## src/rtl/gpio_db_pkg.sv

```systemverilog
// Shared widths and types for the GPIO input synchroniser/debounce block.
// Optional glitch statistics are enabled with GPIO_DB_GLITCH_STAT_EN.
package gpio_db_pkg;

    localparam int DEF_NPIN     = 32;
    localparam int DEF_DB_CNT_W = 4;
    localparam int DEF_PRESC_W  = 16;
    localparam int SYNC_STAGES  = 2;

    typedef logic [DEF_DB_CNT_W-1:0] db_cnt_t;

endpackage

```

## src/rtl/gpio_in_debounce_bit.sv

```systemverilog
// One pin: synchroniser, stability counter, filtered level and change pulse.
// Glitch sticky status exists only when GPIO_DB_GLITCH_STAT_EN is defined.
module gpio_db_bit
    import gpio_db_pkg::*;
#(
    parameter int DB_CNT_W = DEF_DB_CNT_W
) (
    input  logic                mclk,
    input  logic                h_reset,
    input  logic                raw,
    input  logic                db_en,
    input  logic                db_tick,
    input  logic [DB_CNT_W-1:0] db_thresh,
    output logic                filt,
    output logic                chg
`ifdef GPIO_DB_GLITCH_STAT_EN
    ,
    input  logic                glitch_clr,
    output logic                glitch_sts
`endif
);

    logic [SYNC_STAGES-1:0] sync_r;
    logic                   sync_q;
    logic [DB_CNT_W-1:0]    cnt;
    logic [DB_CNT_W-1:0]    cnt_next;
    logic                   filt_next;
    logic [DB_CNT_W:0]      cnt_inc;
    logic [DB_CNT_W:0]      thr_eff;

    assign sync_q  = sync_r[SYNC_STAGES-1];
    assign cnt_inc = {1'b0, cnt} + (DB_CNT_W+1)'(1);
    // A zero threshold behaves like a single stable tick.
    assign thr_eff = (db_thresh == '0) ? (DB_CNT_W+1)'(1)
                                       : {1'b0, db_thresh};

    always_ff @(posedge mclk or posedge h_reset) begin
        if (h_reset) begin
            sync_r <= '0;
        end else begin
            sync_r <= {sync_r[SYNC_STAGES-2:0], raw};
        end
    end

    always_comb begin
        filt_next = filt;
        cnt_next  = cnt;
        if (!db_en) begin
            filt_next = sync_q;
            cnt_next  = '0;
        end else if (sync_q == filt) begin
            cnt_next = '0;
        end else if (db_tick) begin
            if (cnt_inc >= thr_eff) begin
                filt_next = sync_q;
                cnt_next  = '0;
            end else begin
                cnt_next = cnt_inc[DB_CNT_W-1:0];
            end
        end
    end

    always_ff @(posedge mclk or posedge h_reset) begin
        if (h_reset) begin
            filt <= 1'b0;
            chg  <= 1'b0;
            cnt  <= '0;
        end else begin
            filt <= filt_next;
            chg  <= filt_next ^ filt;
            cnt  <= cnt_next;
        end
    end

`ifdef GPIO_DB_GLITCH_STAT_EN
    logic glitch_set;

    // Input fell back to the filtered level after counting had started.
    assign glitch_set = db_en && (sync_q == filt) && (cnt != '0);

    always_ff @(posedge mclk or posedge h_reset) begin
        if (h_reset) begin
            glitch_sts <= 1'b0;
        end else begin
            glitch_sts <= glitch_set | (glitch_sts & ~glitch_clr);
        end
    end
`endif

endmodule

```

## src/rtl/gpio_in_debounce.sv

```systemverilog
// GPIO pad input conditioning: shared prescaler plus NPIN per-pin filters.
// Define GPIO_DB_GLITCH_STAT_EN to add cfg_glitch_clr/gpio_glitch_sts.
module gpio_in_debounce
    import gpio_db_pkg::*;
#(
    parameter int NPIN     = DEF_NPIN,
    parameter int DB_CNT_W = DEF_DB_CNT_W,
    parameter int PRESC_W  = DEF_PRESC_W
) (
    input  logic                mclk,
    input  logic                h_reset,
    input  logic [NPIN-1:0]     pad_gpio_in_raw,
    input  logic [NPIN-1:0]     cfg_db_en,
    input  logic [PRESC_W-1:0]  cfg_db_presc,
    input  logic [DB_CNT_W-1:0] cfg_db_thresh,
    output logic [NPIN-1:0]     gpio_in_filt,
    output logic [NPIN-1:0]     gpio_in_chg
`ifdef GPIO_DB_GLITCH_STAT_EN
    ,
    input  logic [NPIN-1:0]     cfg_glitch_clr,
    output logic [NPIN-1:0]     gpio_glitch_sts
`endif
);

    logic [PRESC_W-1:0] presc_cnt;
    logic               db_tick;

    // >= rather than == so a lowered period wraps at once.
    assign db_tick = (presc_cnt >= cfg_db_presc);

    always_ff @(posedge mclk or posedge h_reset) begin
        if (h_reset) begin
            presc_cnt <= '0;
        end else if (db_tick) begin
            presc_cnt <= '0;
        end else begin
            presc_cnt <= presc_cnt + PRESC_W'(1);
        end
    end

    for (genvar i = 0; i < NPIN; i++) begin : g_pin
        gpio_db_bit #(
            .DB_CNT_W(DB_CNT_W)
        ) u_bit (
            .mclk      (mclk),
            .h_reset   (h_reset),
            .raw       (pad_gpio_in_raw[i]),
            .db_en     (cfg_db_en[i]),
            .db_tick   (db_tick),
            .db_thresh (cfg_db_thresh),
            .filt      (gpio_in_filt[i]),
            .chg       (gpio_in_chg[i])
`ifdef GPIO_DB_GLITCH_STAT_EN
            ,
            .glitch_clr(cfg_glitch_clr[i]),
            .glitch_sts(gpio_glitch_sts[i])
`endif
        );
    end

endmodule

```

## config.mk

```make
export PLATFORM = sky130hd
export DESIGN_NAME = gpio_in_debounce
export DESIGN_NICKNAME = d
export VERILOG_FILES = /design/src/rtl/gpio_db_pkg.sv /design/src/rtl/gpio_in_debounce_bit.sv /design/src/rtl/gpio_in_debounce.sv
export SDC_FILE = /design/constraint.sdc
export NUM_CORES = 1
export LEC_CHECK = 0
export BUFFER_PORTS_ARGS = -buffer_cell sky130_fd_sc_hd__buf_4
export CELL_PAD_IN_SITES_DETAIL_PLACEMENT = 1
export CELL_PAD_IN_SITES_GLOBAL_PLACEMENT = 1
export CORE_ASPECT_RATIO = 0.6
export CORE_MARGIN = 4
export CORE_UTILIZATION = 51
export DETAILED_ROUTE_END_ITERATION = 16
export MAX_ROUTING_LAYER = met4
export PLACE_DENSITY = 0.95
export SYNTH_ARGS = -nofsm -noshare
export SYNTH_HDL_FRONTEND = slang
export SYNTH_SLANG_ARGS = --single-unit
```

## constraint.sdc

```tcl
create_clock -name mclk -period 22.5 [get_ports mclk]
set_clock_uncertainty 0.1 [all_clocks]
set_input_delay 1.125 -clock mclk [delete_from_list [all_inputs] [get_ports mclk]]
set_output_delay 1.125 -clock mclk [all_outputs]
set_load 0.01 [all_outputs]
```

After elaboration in Yosys (flattened, before gate mapping)
Cells that the tools add are included.
{ "classes": {"add_sub_neg": 33, "magnitude_cmp": 33, "n_eq_ne": 64, "muxes": 258, "bitwise": 32, "reduce_logical": 1} }
{ "ops": {"columns": ["cell", "count"], "rows": [
  ["$mux 4", 129],
  ["$add 4x1->5 const B", 32],
  ["$mux 1", 128],
  ["$ne 3x1->1 const B", 32],
  ["$ge 5x5->1", 17],
  ["$ge 5x4->1", 15],
  ["$eq 1x1->1", 32],
  ["$xor 1x1->1", 32],
  ["$add 16x1->16 const B", 1],
  ["$ge 16x16->1", 1],
  ["$mux 16", 1],
  ["$logic_not 4->1", 1]
]} }
{ "word_totals": {"reg_bits": 272, "input_bits": 86, "wordCells": 550} }

Depth between registers and ports, before layout
{ "logic_depth": {"depth_word": 8, "mapped_depth": 12} }

By module
From an unflattened synthesis, not the netlist that was laid out.
{ "hier_totals": {"cells_unflattened": 1603, "area_unflattened_um2": 17603.1} }
{ "by_module_without_submodules": {"columns": ["module", "n_inst", "cells_per_inst", "area_each_um2", "seq_area_each_um2"], "rows": [
  ["gpio_db_bit", 32, 46, 510.5, 200.2],
  ["gpio_in_debounce", 1, 131, 1267.5, 400.4]
]} }

Least setup slack after synthesis
Ideal clock, no wire load.
{ "synth_path": {"kind": "in2reg", "startpoint": "input port cfg_db_thresh[3]", "endpoint": "register g_pin[10].u_bit.filt", "arrival_time_ns": 4.254, "required_ns": 22.272, "slack_ns": 18.018, "stages": 11, "n_path_buf": 2, "path_cell_list": "buf_2 nor2_1 clkbuf_1 a21o_1 ha_1 nand2b_1 a21o_1 maj3_1 a211oi_2 o21ai_1 mux2_1"} }
{ "synth_via": {"elab_chain_cells": 7} }
{ "synth_rtl": {"columns": ["item", "line_no", "source"], "rows": [
  ["start: declaration", "gpio_in_debounce.sv:15", "input logic [DB_CNT_W-1:0] cfg_db_thresh,"],
  ["$logic_not 4->1", "gpio_in_debounce_bit.sv:34", "assign thr_eff = (db_thresh == '0) ? (DB_CNT_W+1)'(1)"],
  ["$mux 4 *", "gpio_in_debounce_bit.sv:34", null],
  ["$ge 5x5->1 *", "gpio_in_debounce_bit.sv:54", "if (cnt_inc >= thr_eff) begin"],
  ["$mux 1 *", "gpio_in_debounce_bit.sv:54", null],
  ["$mux 1 *", "gpio_in_debounce_bit.sv:53", "end else if (db_tick) begin"],
  ["$mux 1 *", "gpio_in_debounce_bit.sv:51", "end else if (sync_q == filt) begin"],
  ["$mux 1 *", "gpio_in_debounce_bit.sv:48", "if (!db_en) begin"],
  ["via g_pin[10].u_bit.filt_next", "gpio_in_debounce_bit.sv:27", "logic filt_next;"],
  ["end signal: assignment", "gpio_in_debounce_bit.sv:69", "filt <= filt_next;"],
  ["end: declaration", "gpio_in_debounce_bit.sv:14", "output logic filt,"]
]} }
Mark *: on every way through the listed nets, which the timed path passes. The rest lies on a longest branch.
A chain may end at the register's enable or synchronous reset.

Worst setup path in the final report
{ "layout_path": {"startpoint": "input port cfg_db_thresh[3]", "endpoint": "register g_pin[11].u_bit.filt"} }
{ "layout_via": {"elab_chain_cells": 7} }
{ "layout_rtl": {"columns": ["item", "line_no"], "rows": [
  ["$logic_not 4->1", "gpio_in_debounce_bit.sv:34"],
  ["$mux 4 *", "gpio_in_debounce_bit.sv:34"],
  ["$ge 5x5->1 *", "gpio_in_debounce_bit.sv:54"],
  ["$mux 1 *", "gpio_in_debounce_bit.sv:54"],
  ["$mux 1 *", "gpio_in_debounce_bit.sv:53"],
  ["$mux 1 *", "gpio_in_debounce_bit.sv:51"],
  ["$mux 1 *", "gpio_in_debounce_bit.sv:48"],
  ["via g_pin[11].u_bit.filt_next", "gpio_in_debounce_bit.sv:27"],
  ["end signal: assignment", "gpio_in_debounce_bit.sv:69"],
  ["end: declaration", "gpio_in_debounce_bit.sv:14"]
]} }
Marks and branches as above.

==> impl_metrics.py <==
metrics = {
    "synth": {
        "netlist_area_um2": 16400,
        "synth_top_area_share": 0.416,
        "synth_top_cell_by_area": "dfrtp_1",
        "yosys_register_bits": 272,
        "synthTopCellsByCount": "dfrtp_1, nand2_1, nand3_1",
        "synth_edf_count": 0,
        "ys.flop_type": "dfrtp_1",
        "ys_warn_count": 0,
        "yosysSeqAreaShare": 0.416,
        "syn-instance-count": 1695,
        "synth_cell_types": 51,
        "synth_area_per_cell_um2": 9.65,
        "async_flop_share": 1.00,
        "synthTopCellsByArea": "dfrtp_1, ha_1, nand3_1",
        "syn_nets": 1894,
        "yosysMostFrequentCell": "dfrtp_1",
    },
    "run_status": {
        "status": "finished, final reports clean",
    },
    "floorplan": {
        "die_h_um": 147,
        "coreArea_um2": 31400,
        "initial_utilization": 0.521,
        "dieArea_um2": 35100,
        "die_x_um": 239,
        "io_pins": 150,
        "num_rows": 50,
    },
    "critical_path": {
        "r2r_setup_slack_ps": 18560,
        "cp.arrival_ps": 5420,
        "endpoint_kind": "flip-flop",
        "path_buf_inv": 1,
        "cp_slowest_stage_delay_ps": 940,
        "worst-endpoint-required_ps": 22830,
        "path_cells": "buf_4 > nor2_1 > a21o_2 > ha_1 > nand2b_1 > a21o_1 > maj3_1 > a211oi_2 > o21ai_1 > mux2_1",
        "crit_fanout": 65,
        "cp_slowest_cell": "nor2_1",
        "cpLargestDelayFamily": "compound AO/OA/AOI/OAI gates",
        "setup.worst_path.class": "input pin to flip-flop",
        "start_kind": "input pin",
    },
    "global_route": {
        "grt-ovfl-total": 0,
        "grtUsageMet3": 0.0405,
        "use_met2": 0.441,
        "grt_pass1_vias": 14949,
        "grt_pass1_wl_mm": 74.9,
        "grt.total_usage": 0.262,
        "grt_busiest_layer": "met2",
        "use_met1": 0.325,
        "antenna_found_initial": 3,
        "grt_max_degree": 162,
    },
    "timing": {
        "finalSetupViolations": 0,
        "slew_headroom": 0.264,
        "finalSetupTns_ps": 0,
        "slew_violations": 0,
        "worstMarginPinSlew_ps": 1100,
        "fmax_mhz": 197,
        "post-route-period-util": 0.226,
        "rsz0062_at_grt": "false",
        "final_hold_viol_count": 0,
        "fin_ws_ps": 17410,
        "finalCriticalPeriod_ps": 5090,
    },
    "pwr": {
        "power_frac_comb": 0.172,
        "switching_share": 0.292,
        "power_switching_mw": 0.362,
        "irDropWorstVdd_mv": 0.0689,
        "p_per_area_nw_per_um2": 67.9,
        "clockPowerShare": 0.382,
        "p_leak_nw": 8.31,
        "p_int_mw": 0.875,
        "pwr-share-seq": 0.445,
    },
    "route": {
        "post-route-drc-count": 0,
        "avgViaCountPerCell": 6.10,
        "postRouteWirelength_mm": 45.3,
        "wire_per_inst_um": 20.6,
        "ant_nets": 0,
        "drt-initial-drc-count": 876,
        "via_count": 13422,
        "first_pass_iters": 5,
    },
    "clocking": {
        "post_cts_buffers": 0,
        "clk_pin_slew_worst_paths_ps": 60,
        "cts_tree": "done",
        "cts_num_sinks": 272,
        "clockBufferDepth": 3,
        "hold_buffers": 0,
        "post_cts_resized": 0,
        "h-tree-depth": 1,
        "clock_latency_ps": 570,
        "clockRootBuffer": "clkbuf_16",
        "numCtsBuffers": 28,
    },
    "placed_design": {
        "dp_hpwl_mm": 30.7,
        "gp_congestion": 0.849,
        "placedCellCount": 2145,
        "place_ws_ps": 16980,
        "io_buffers": 149,
    },
    "run": {
        "maxCapViolCount": 0,
    },
    "layout": {
        "fillers": 3527,
        "layout.nets": 1958,
        "syn_to_final_growth_pct": 11.4,
        "finalNonFillerCells": 2199,
        "drive_gt1_frac": 0.140,
    },
    "min_path": {
        "hold_class": "flip-flop to flip-flop",
    },
}
-- cells in the final DEF (no fill, tap or decap), types with 36 or more instances in the layout --
cell      count
xor2_1       86
buf_4       152
nand2b_1     41
dfrtp_1     272
and2_1       51
nor2_1       59
nand4_1      64
a21oi_1     138
ha_1        113
o21ai_0      36
inv_1        42
nand2_1     154
nand3_1     151
-- layout make-up --
cell class | count | area [um2] | share of cell area
diodes | 3 | 7.51 | 0.000412
clock buffers | 37 | 785 | 0.0430
clock inverters | 14 | 141 | 0.00776
inverters | 45 | 179 | 0.00982
multi-input cells | 1259 | 8620 | 0.473
flip-flops and latches | 272 | 6810 | 0.373
well taps | 416 | 520 | 0.0286
repair buffers | 153 | 1160 | 0.0637
-- state kept, by name (all words and copies together), names as in the netlist --
name and flops:
g_pin.u_bit.sync_r 64, g_pin.u_bit.chg 32, g_pin.u_bit.cnt 128, presc_cnt 16
g_pin.u_bit.filt 32
-- metrics by stage --
stage	power (mW)	util	instance area [um2]	hold WS (ps)
final	1.24	0.580	18200	249
after global routing	1.29	0.580	18200	253
after CTS	1.25	0.580	18200	251
after detailed placement	0.770	0.551	17300	236
after global placement	0.749	0.551	17300	232
after floorplan	0.701	-	16400	231
-- per-layer routing --
layer,up-vias,part of all wire
met3,112,0.039
met1,6809,0.43
met4,0,0.034
met5,-,0
met2,290,0.50
li1,6211,-
-- kinds of logic after synthesis --
kind of cell,after synthesis,share of synthesized area
DFF,272,0.416
and+or+nand+nor,643,0.207
xor gates and xnor gates,99,0.0530
adders and majority gates,146,0.107
AOI/OAI and AO/OA,346,0.141
muxes,25,0.0188
buffers and inverters,164,0.0574
-- power by group through the flow --
stage / logic, mW / clock network (mW) / registers (mW)
finish: 0.213 / 0.473 / 0.551
CTS: 0.214 / 0.484 / 0.550
floorplan: 0.154 / 0 / 0.548
global route: 0.236 / 0.504 / 0.554
detailed placement: 0.211 / 0 / 0.559
global placement: 0.194 / 0 / 0.555
-- final timing paths --
| check | from | endpoint | cells past startpoint |
|---|---|---|---|
| max | cfg_db_thresh[3] | g_pin[11].u_bit.filt$_DFF_PP0_ | 10 |
| min | g_pin[20].u_bit.sync_r[0]$_DFF_PP0_ | g_pin[20].u_bit.sync_r[1]$_DFF_PP0_ | 0 |
| max reg2reg | presc_cnt[11]$_DFF_PP0_ | g_pin[18].u_bit.cnt[2]$_DFFE_PP0P_ | 8 |
| min reg2reg | g_pin[20].u_bit.sync_r[0]$_DFF_PP0_ | g_pin[20].u_bit.sync_r[1]$_DFF_PP0_ | 0 |
| max in group asynchronous | h_reset | presc_cnt[11]$_DFF_PP0_ | 4 |
| min in group asynchronous | h_reset | g_pin[25].u_bit.cnt[1]$_DFFE_PP0P_ | 2 |
Note: power is estimated with default switching activity, not from simulation.
